[config.mk]
export PLATFORM = sky130hd
export DESIGN_NAME = cpu_clock_controller_flat
export DESIGN_NICKNAME = d
export VERILOG_FILES = /design/src/rtl/cpu_clock_controller_if.sv /design/src/rtl/cpu_clock_controller.sv /design/src/flat_wrapper.sv
export SDC_FILE = /design/constraint.sdc
export NUM_CORES = 1
export LEC_CHECK = 0
export ABC_AREA = 1
export CORE_MARGIN = 1.5
export CORE_UTILIZATION = 48
export DETAILED_ROUTE_END_ITERATION = 7
export PLACE_DENSITY = 0.84
export RECOVER_POWER = 25
export SLEW_MARGIN = 40
export SYNTH_ARGS = -nofsm -noshare
export SYNTH_HDL_FRONTEND = slang
export SYNTH_SLANG_ARGS = --single-unit
[constraint.sdc]
create_clock -name clkin -period 2 [get_ports clkin]
set_input_delay 0.3 -clock clkin [delete_from_list [all_inputs] [get_ports clkin]]
set_output_delay 0.3 -clock clkin [all_outputs]
set_load 0.005 [all_outputs]
[src/rtl/cpu_clock_controller_if.sv]
// Front-panel / CPU side signals of the simplex8 clock controller.
// The master modport is the panel/CPU side and the slave modport is the controller.
interface cpu_clock_controller_if #(
    parameter int DIV_W   = 26,
    parameter int CNT_W   = 16,
    parameter int BURST_W = 8
);
    logic [DIV_W-1:0]   divBy;
    logic               run_btn;
    logic               halt_btn;
    logic               step_btn;
    logic               cpu_halt;
    logic               burst_btn;
    logic [BURST_W-1:0] burst_len;
    logic               tick;
    logic               running;
    logic [CNT_W-1:0]   tick_count;

    modport master (
        output divBy, run_btn, halt_btn, step_btn, cpu_halt, burst_btn, burst_len,
        input  tick, running, tick_count
    );

    modport slave (
        input  divBy, run_btn, halt_btn, step_btn, cpu_halt, burst_btn, burst_len,
        output tick, running, tick_count
    );
endinterface

[src/rtl/cpu_clock_controller.sv]
// Run/halt/step sequencer producing a one-cycle CPU clock-enable from a programmable divider.
// Define CPU_CLKCTL_BURST_EN to add the BURST state (run exactly burst_len ticks, then halt).
module cpu_clock_controller #(
    parameter int DIV_W   = 26,
    parameter int CNT_W   = 16,
    parameter int BURST_W = 8
) (
    input logic                   clkin,
    input logic                   reset,
    cpu_clock_controller_if.slave bus
);
    typedef enum logic [1:0] {
        ST_HALTED  = 2'd0,
        ST_RUNNING = 2'd1,
        ST_STEP    = 2'd2
`ifdef CPU_CLKCTL_BURST_EN
        , ST_BURST = 2'd3
`endif
    } state_t;

    state_t             state;
    logic [DIV_W-1:0]   count;
    logic [DIV_W-1:0]   div_active;
    logic               tick_r;
    logic               running_r;
    logic [CNT_W-1:0]   tick_count_r;
    logic               terminal;
    logic               start_ok;

`ifdef CPU_CLKCTL_BURST_EN
    logic [BURST_W-1:0] remaining;
`else
    logic               unused_burst;
    assign unused_burst = ^{bus.burst_btn, bus.burst_len};
`endif

    assign terminal = (count == div_active);
    // Starting needs no halt request; run_btn outranks burst_btn, which outranks step_btn.
    assign start_ok = !bus.halt_btn && !bus.cpu_halt;

    assign bus.tick       = tick_r;
    assign bus.running    = running_r;
    assign bus.tick_count = tick_count_r;

    // NOTE: every register here uses <= so all branches see the pre-edge values of state/count.
    always_ff @(posedge clkin) begin
        if (reset) begin
            state        <= ST_HALTED;
            count        <= '0;
            div_active   <= bus.divBy;
            tick_r       <= 1'b0;
            running_r    <= 1'b0;
            tick_count_r <= '0;
`ifdef CPU_CLKCTL_BURST_EN
            remaining    <= '0;
`endif
        end else begin
            tick_count_r <= tick_count_r + CNT_W'(tick_r);
            tick_r       <= 1'b0;

            case (state)
                ST_HALTED: begin
                    count <= '0;
                    if (start_ok && bus.run_btn) begin
                        // The start edge is the divider's count-0 cycle, so the first tick
                        // lands divBy+1 cycles after the button.
                        state      <= ST_RUNNING;
                        running_r  <= 1'b1;
                        div_active <= bus.divBy;
                        if (bus.divBy == '0) tick_r <= 1'b1;
                        else                 count  <= DIV_W'(1);
                    end
`ifdef CPU_CLKCTL_BURST_EN
                    else if (start_ok && bus.burst_btn && bus.burst_len != '0) begin
                        div_active <= bus.divBy;
                        if (bus.divBy == '0) begin
                            tick_r    <= 1'b1;
                            remaining <= bus.burst_len - BURST_W'(1);
                            if (bus.burst_len != BURST_W'(1)) begin
                                state     <= ST_BURST;
                                running_r <= 1'b1;
                            end
                        end else begin
                            count     <= DIV_W'(1);
                            remaining <= bus.burst_len;
                            state     <= ST_BURST;
                            running_r <= 1'b1;
                        end
                    end
`endif
                    else if (!bus.halt_btn && bus.step_btn) begin
                        state  <= ST_STEP;
                        tick_r <= 1'b1;
                    end
                end

                ST_STEP: state <= ST_HALTED;

                default: begin
                    if (bus.halt_btn || bus.cpu_halt) begin
                        // Abort wins over a coincident terminal count: that tick is dropped.
                        state     <= ST_HALTED;
                        running_r <= 1'b0;
                        count     <= '0;
                    end else begin
                        if (terminal) begin
                            count      <= '0;
                            tick_r     <= 1'b1;
                            div_active <= bus.divBy;
                        end else begin
                            count <= count + DIV_W'(1);
                        end
`ifdef CPU_CLKCTL_BURST_EN
                        if (state == ST_BURST) begin
                            if (bus.run_btn) begin
                                state <= ST_RUNNING;
                            end else if (terminal) begin
                                remaining <= remaining - BURST_W'(1);
                                if (remaining == BURST_W'(1)) begin
                                    state     <= ST_HALTED;
                                    running_r <= 1'b0;
                                end
                            end
                        end
`endif
                    end
                end
            endcase
        end
    end
endmodule

[src/flat_wrapper.sv]
// flat-port wrapper written by rule: the top's interface ports become plain ports
module cpu_clock_controller_flat 
#(
    parameter int DIV_W   = 26,
    parameter int CNT_W   = 16,
    parameter int BURST_W = 8
)
  (clkin, reset, bus_divBy, bus_run_btn, bus_halt_btn, bus_step_btn, bus_cpu_halt, bus_burst_btn, bus_burst_len, bus_tick, bus_running, bus_tick_count);
  cpu_clock_controller_if #(.DIV_W(DIV_W), .CNT_W(CNT_W), .BURST_W(BURST_W)) bus_i ();
  input logic clkin;
  input logic reset;
  input wire logic [$bits(bus_i.divBy)-1:0] bus_divBy;
  input wire logic [$bits(bus_i.run_btn)-1:0] bus_run_btn;
  input wire logic [$bits(bus_i.halt_btn)-1:0] bus_halt_btn;
  input wire logic [$bits(bus_i.step_btn)-1:0] bus_step_btn;
  input wire logic [$bits(bus_i.cpu_halt)-1:0] bus_cpu_halt;
  input wire logic [$bits(bus_i.burst_btn)-1:0] bus_burst_btn;
  input wire logic [$bits(bus_i.burst_len)-1:0] bus_burst_len;
  output wire logic [$bits(bus_i.tick)-1:0] bus_tick;
  output wire logic [$bits(bus_i.running)-1:0] bus_running;
  output wire logic [$bits(bus_i.tick_count)-1:0] bus_tick_count;
  assign bus_i.divBy = bus_divBy;
  assign bus_i.run_btn = bus_run_btn;
  assign bus_i.halt_btn = bus_halt_btn;
  assign bus_i.step_btn = bus_step_btn;
  assign bus_i.cpu_halt = bus_cpu_halt;
  assign bus_i.burst_btn = bus_burst_btn;
  assign bus_i.burst_len = bus_burst_len;
  assign bus_tick = bus_i.tick;
  assign bus_running = bus_i.running;
  assign bus_tick_count = bus_i.tick_count;
  cpu_clock_controller #(.DIV_W(DIV_W), .CNT_W(CNT_W), .BURST_W(BURST_W)) u_core (.clkin(clkin), .reset(reset), .bus(bus_i));
endmodule
==> impl_metrics.tcl, run 1 <==
set metrics [dict create \
    synth_fp_nets 512 \
    async_reset_ff_frac 0 \
    coreArea_um2 7290 \
    cts_buffers 9 \
    crit_slowest_cell "dfxtp_1" \
    rsz0062_at_grt "yes" \
    synth_area_leaders "dfxtp_1 25%, edfxtp_1 21%, nand2_1 10%" \
    p_total_mw 2.90 \
    hold_viol_final 0 \
    die_y_um 90.1 \
    synth_top_family_by_area "simple AND/OR/NAND/NOR gates" \
    min_period_ns 1.90 \
    synth_xor_area_frac 0.0650 \
    cts_tree "built" \
    fillers 665 \
    ys_dominant_reg_cell "dfxtp_1" \
    vias_per_cell 5.08 \
    yosysTopAreaCell "dfxtp_1" \
    cts.htree.levels 3 \
    synthSimpleGateAreaFrac 0.318 \
    hold_buffers 0 \
    drive_above_1_share 0.110 \
    antennaDiodeCount 0 \
    mostFrequentLayoutCell "nand2_1" \
    seq_area_um2 1700 \
    drt-total-wl_um 8020 \
    critical-path-top-delay-family "simple AND/OR/NAND/NOR gates" \
    dp_hpwl_um 6070 \
    port_buffers 49 \
    synth_edf_count 26 \
    grt_max_degree 27 \
    clk_path_buf_depth 2 \
    clock-sinks 72 \
    top_level_ports 59 \
    hp-class "reg2reg" \
    yosys-mux-area-fraction 0 \
    startpoint_type "flip-flop" \
    worstPathMaxFanout 26 \
    timing.critical_path.slowest_cell_delay_ns 0.49 \
    multi_input_area_um2 1660 \
    path_class "reg2reg" \
    start_util 0.499 \
    grt_pass1_wl_um 13300 \
    placement_rows 31 \
    grt_overflow 0 \
    required_ns 2.05 \
    avgSynthCellArea_um2 7.77 \
    outcome "finished clean" \
    seq_area_frac_synth 0.468 \
    synth_seq_cells 72 \
    most-common-layout-cells "97 x nand2_1, 68 x nor2_1, 66 x inv_1" \
    via_count 3232 \
    arrival_ns 1.95 \
    antenna_found_initial 0 \
    fmaxAchievable_ghz 0.527 \
    synthAdderAreaFrac 0.0103 \
    synth_compound_area_frac 0.0557 \
    first_pass_iters 5 \
    yosysTopAreaCellShare 0.253 \
    netlist_area_um2 3640 \
    layout.cells.non_filler 636 \
    gp_congestion 0.961 \
    leakage_nw 1.75 \
    crit_chain "inv_2, nand2_1, nand2_1, nor2_1, nand2_1, nor2_2, nand4_1, nand3_2, buf_12" \
    grt_usage 0.206 \
    route.detailed.drc 0 \
    die-width_um 90.1 \
    crit_top_cell "nand2_1" \
    worst-path-buf-inv 2 \
    place_inst 619 \
    fin_crit_sh 0.948 \
    maxCapViolations 0 \
    clock-skew-final_ns 0.0118 \
    powerDensity_nw_per_um2 644 \
    slew_headroom 0.729 \
    drv_slew 0 \
    setup_viol 0 \
    nets 576 \
    yosysWarnings 0 \
    ant_nets 0 \
    grt_pass1_vias 2994 \
    tightest_slew_ns 0.403 \
    clock_latency_ns 0.36 \
    crit_path_end_kind "flip-flop" \
    synth_cells 468 \
    ir_drop_mv 0.371 \
    clk_pin_slew_ns 0.08 \
    final_util 0.618 \
    cts_root_buf "clkbuf_8" \
    die_area_um2 8110 \
    detail_route.wl_per_cell_um 12.6 \
    ys_types 32 \
    areaGrowthSynthToFinish_pct 23.9 \
    drtIter0Drc 192 \
]
[through the flow]
step           area [um2]  setup TNS, ns  hold slack, ns  worst slack, ns
6_report             4510              0           0.488            0.104
2_1_floorplan        3640              0           0.399            0.247
4_1_cts              4480              0           0.488           0.0912
5_1_grt              4510        -0.0324           0.508          -0.0324
3_3_place_gp         4290              0           0.460            0.134
3_5_place_dp         4290              0           0.477           0.0818
[layout make-up]
class | count | share of cell area
sequential | 72 | 0.378
clock buffer | 10 | 0.0283
inverter | 71 | 0.0591
clock inverter | 6 | 0.0128
multi-input combinational | 320 | 0.368
timing repair buffer | 58 | 0.127
tap | 99 | 0.0275
[power by group]
group	switching (mW)	total (mW)	internal, mW	leakage, nW
Clock	0.544	1.11	0.571	0.101
Combinational	0.104	0.202	0.0980	1.02
Sequential	0.0224	1.59	1.56	0.628
Total	0.670	2.90	2.23	1.75
[tightest hold or removal path, cell delays in order (launching register included)]
cell	delay, ns
dfxtp_1	0.31
inv_1	0.07
a21oi_1	0.06
[final timing paths]
kind | start | to | slack (ns) | depth (start not counted)
setup reg to reg | u_core.count[15] | u_core.div_active[7] | 0.10 | 9
setup / recovery | u_core.count[15] | u_core.div_active[7] | 0.10 | 9
hold reg to reg | u_core.bus.tick_count[14] | u_core.bus.tick_count[14] | 0.49 | 2
hold / removal | u_core.bus.tick_count[14] | u_core.bus.tick_count[14] | 0.49 | 2
[per-layer routing]
metal	track usage	part of all wire	up-vias	wire length, um
met5	0	0	-	0
met4	0.0939	0.021	0	166
met3	0.0508	0.055	19	444
met2	0.345	0.48	105	3880
met1	0.249	0.44	1486	3520
li1	-	-	1622	-
[synth_stat cells (4+ instances only)]
library cell / number
a21oi_1: 21
dfxtp_1: 46
edfxtp_1: 26
inv_1: 66
inv_2: 5
nand2_1: 97
nand3_1: 28
nand4_1: 11
nor2_1: 70
nor2_2: 14
nor3_1: 13
nor3_2: 4
o21ai_0: 14
xor2_1: 24
[registers in the layout, indices dropped and copies added, names as in the netlist]
| name | flops |
|---|---|
| u_core.count | 26 |
| u_core.bus.tick_count | 16 |
| u_core.div_active | 26 |
| u_core.bus.running | 1 |
| u_core.state | 2 |
| u_core.bus.tick | 1 |
[repair_timing]
item | in CTS | in global routing
setup endpoints to repair | 0 | 30
gates resized for setup | 0 | 7
setup buffers | 0 | 1
[logic make-up after synthesis]
kind of cell               Yosys count
buffers and inverters               76
adders and majority gates            3
DFF                                 72
AOI/OAI and AO/OA                   39
xor gates and xnor gates            27
and+or+nand+nor                    251
No activity file was read; power rests on OpenSTA's default activity.
==> run 2, diff against run 1 <==
- CORE_UTILIZATION: 48 -> 40
- PLACE_DENSITY: 0.84 -> 0.73
==> run 2 against run 1 <==
Net effect:
- setup slack gained 0.00053 ns
- design area grew 1.5%
- clock power is essentially flat
- first-iteration DRC count shrank 9.9%
- sequential power is essentially flat
- critical path depth is the same
- sequential cell count is the same
- clock skew grew 0.0015 ns
- largest cell class unchanged
- highest routed layer unchanged
==> impl_metrics.tcl, run 2 (synthesis results as in run 1) <==
set metrics [dict create \
    outcome "finished clean" \
    port_buffers 49 \
    p_total_mw 2.94 \
    antenna_found_initial 0 \
    sw_frac_of_total 0.235 \
    grt_usage 0.185 \
    detail_route.wl_per_cell_um 13.0 \
    pwr-share-clk 0.389 \
    min_period_ns 1.90 \
    place_inst 633 \
    fillers 861 \
    areaGrowthSynthToFinish_pct 25.8 \
    setup_tns_ns 0 \
    die_y_um 98.4 \
    grt_pass1_vias 3157 \
    vias_per_cell 4.89 \
    grt_pass1_wl_um 14200 \
    startpoint "u_core.count[8]" \
    nets 581 \
    worstReg2RegStart "u_core.count[8]" \
    grt_overflow 0 \
    path_depth 9 \
    slew_headroom 0.746 \
    most-common-layout-cells "96 x nand2_1, 68 x nor2_1, 66 x inv_1" \
    drt-total-wl_um 8460 \
    ant_nets 0 \
    timing.critical_path.slowest_cell_delay_ns 0.45 \
    drv_slew 0 \
    switchingPower_mw 0.689 \
    route.detailed.drc 0 \
    coreArea_um2 8760 \
    r2r_setup_slack_ns 0.10 \
    clock_latency_ns 0.36 \
    comb_power_share 0.072 \
    fin_crit_sh 0.948 \
    setup_viol 0 \
    cts.htree.levels 3 \
    worstPathMaxFanout 14 \
    rr_worst_depth 9 \
    critical-path-top-delay-family "simple AND/OR/NAND/NOR gates" \
    hold_viol_final 0 \
    p_int_mw 2.25 \
    layout.cells.non_filler 650 \
    arrival_ns 1.96 \
    startpoint_type "flip-flop" \
    dp_hpwl_um 6460 \
    drive_above_1_share 0.116 \
    final_util 0.522 \
    first_pass_iters 5 \
    clock-sinks 72 \
    top_level_ports 59 \
    tightest_slew_ns 0.378 \
    via_count 3179 \
    cts_buffers 9 \
    crit_slowest_cell "dfxtp_1" \
    timing.rr.end "u_core.div_active[12]" \
    required_ns 2.06 \
    drtIter0Drc 173 \
    clk_path_buf_depth 2 \
    die-width_um 98.4 \
    clk_pin_slew_ns 0.09 \
    path_class "reg2reg" \
    clock-skew-final_ns 0.0133 \
    start_util 0.415 \
    cts_tree "built" \
    ir_drop_mv 0.290 \
    worst-path-buf-inv 2 \
    crit_path_end_kind "flip-flop" \
    leakage_nw 1.78 \
    cp-endpoint "u_core.div_active[12]" \
    hp-class "reg2reg" \
    antennaDiodeCount 0 \
    hold_buffers 0 \
    fmaxAchievable_ghz 0.528 \
    powerDensity_nw_per_um2 642 \
    cts_root_buf "clkbuf_8" \
    grt_max_degree 20 \
    whs_ns 0.479 \
    p_seq_frac 0.539 \
    maxCapViolations 0 \
    placement_rows 34 \
    die_area_um2 9670 \
    mostFrequentLayoutCell "nand2_1" \
    crit_top_cell "nand2_1" \
    crit_chain "inv_2, nand2_1, nand2_1, nor2_1, nand3_1, nor2_2, nand4_1, nand3_2, buf_12" \
    gp_congestion 0.906 \
]
## run 2: changes by cell type in the layout (fill, tap and decap cells not counted), moves of 2 or more
cell,delta
buf_4,+4
clkdlybuf4s50_1,-4
dlygate4sd3_1,+4
clkinv_2,-2
clkinv_4,+2
## run 2: power by group through the flow
stage               Clock (mW)  Sequential, mW  Combinational (mW)
finish                    1.14            1.58               0.211
detailed placement           0            1.62               0.221
CTS                       1.17            1.58               0.223
global placement             0            1.62               0.217
global route              1.24            1.59               0.235
floorplan                    0            1.61               0.101
## run 2: metal layers
layer,vias to the layer above,GRT usage,routed length (um)
met2,84,0.313,4020
met1,1446,0.229,3810
met5,-,0,0
met4,0,0.0867,211
li1,1631,-,-
met3,18,0.0286,420
## run 2: final cells by class
class	count	area [um2]	share of cell area
flip-flops and latches	72	1700	0.372
multi-input cells	320	1660	0.362
repair buffers	63	621	0.136
inverters	71	267	0.0582
well taps	108	135	0.0295
clock buffers	10	128	0.0279
clock inverters	6	67.6	0.0148
## run 2: per-stage QoR
| step | cell area (um2) | setup WS (ns) |
|---|---|---|
| global placement | 4350 | 0.128 |
| floorplan | 3640 | 0.247 |
| finish | 4580 | 0.105 |
| detailed placement | 4350 | 0.0440 |
| CTS | 4550 | 0.0359 |
| global route | 4580 | -0.0165 |
## run 2: worst reg2reg max path: stages, from the launching register on
cell     delay (ns)
dfxtp_1        0.45
inv_2          0.09
nand2_1        0.06
nand2_1        0.05
nor2_1         0.14
nand3_1        0.11
nor2_2         0.21
nand4_1        0.17
nand3_2        0.16
buf_12         0.16
## run 2: how the worst min path moves through the flow
stage	start	end	slack, ns	cells past startpoint
after detailed placement	u_core.bus.tick_count[12]	u_core.bus.tick_count[12]	0.47	2
after global routing	u_core.bus.tick_count[14]	u_core.bus.tick_count[14]	0.52	2
after CTS	u_core.bus.tick_count[12]	u_core.bus.tick_count[12]	0.48	2
final	u_core.bus.tick_count[14]	u_core.bus.tick_count[14]	0.48	2
after floorplan	bus_divBy[0]	u_core.div_active[0]	0.40	0
after global placement	u_core.bus.tick_count[14]	u_core.bus.tick_count[14]	0.46	2
## run 2: timing repair
| item | CTS | global route |
|---|---|---|
| endpoints found under the setup margin | 0 | 4 |
| resized for setup | 0 | 6 |
| setup buffers | 0 | 1 |
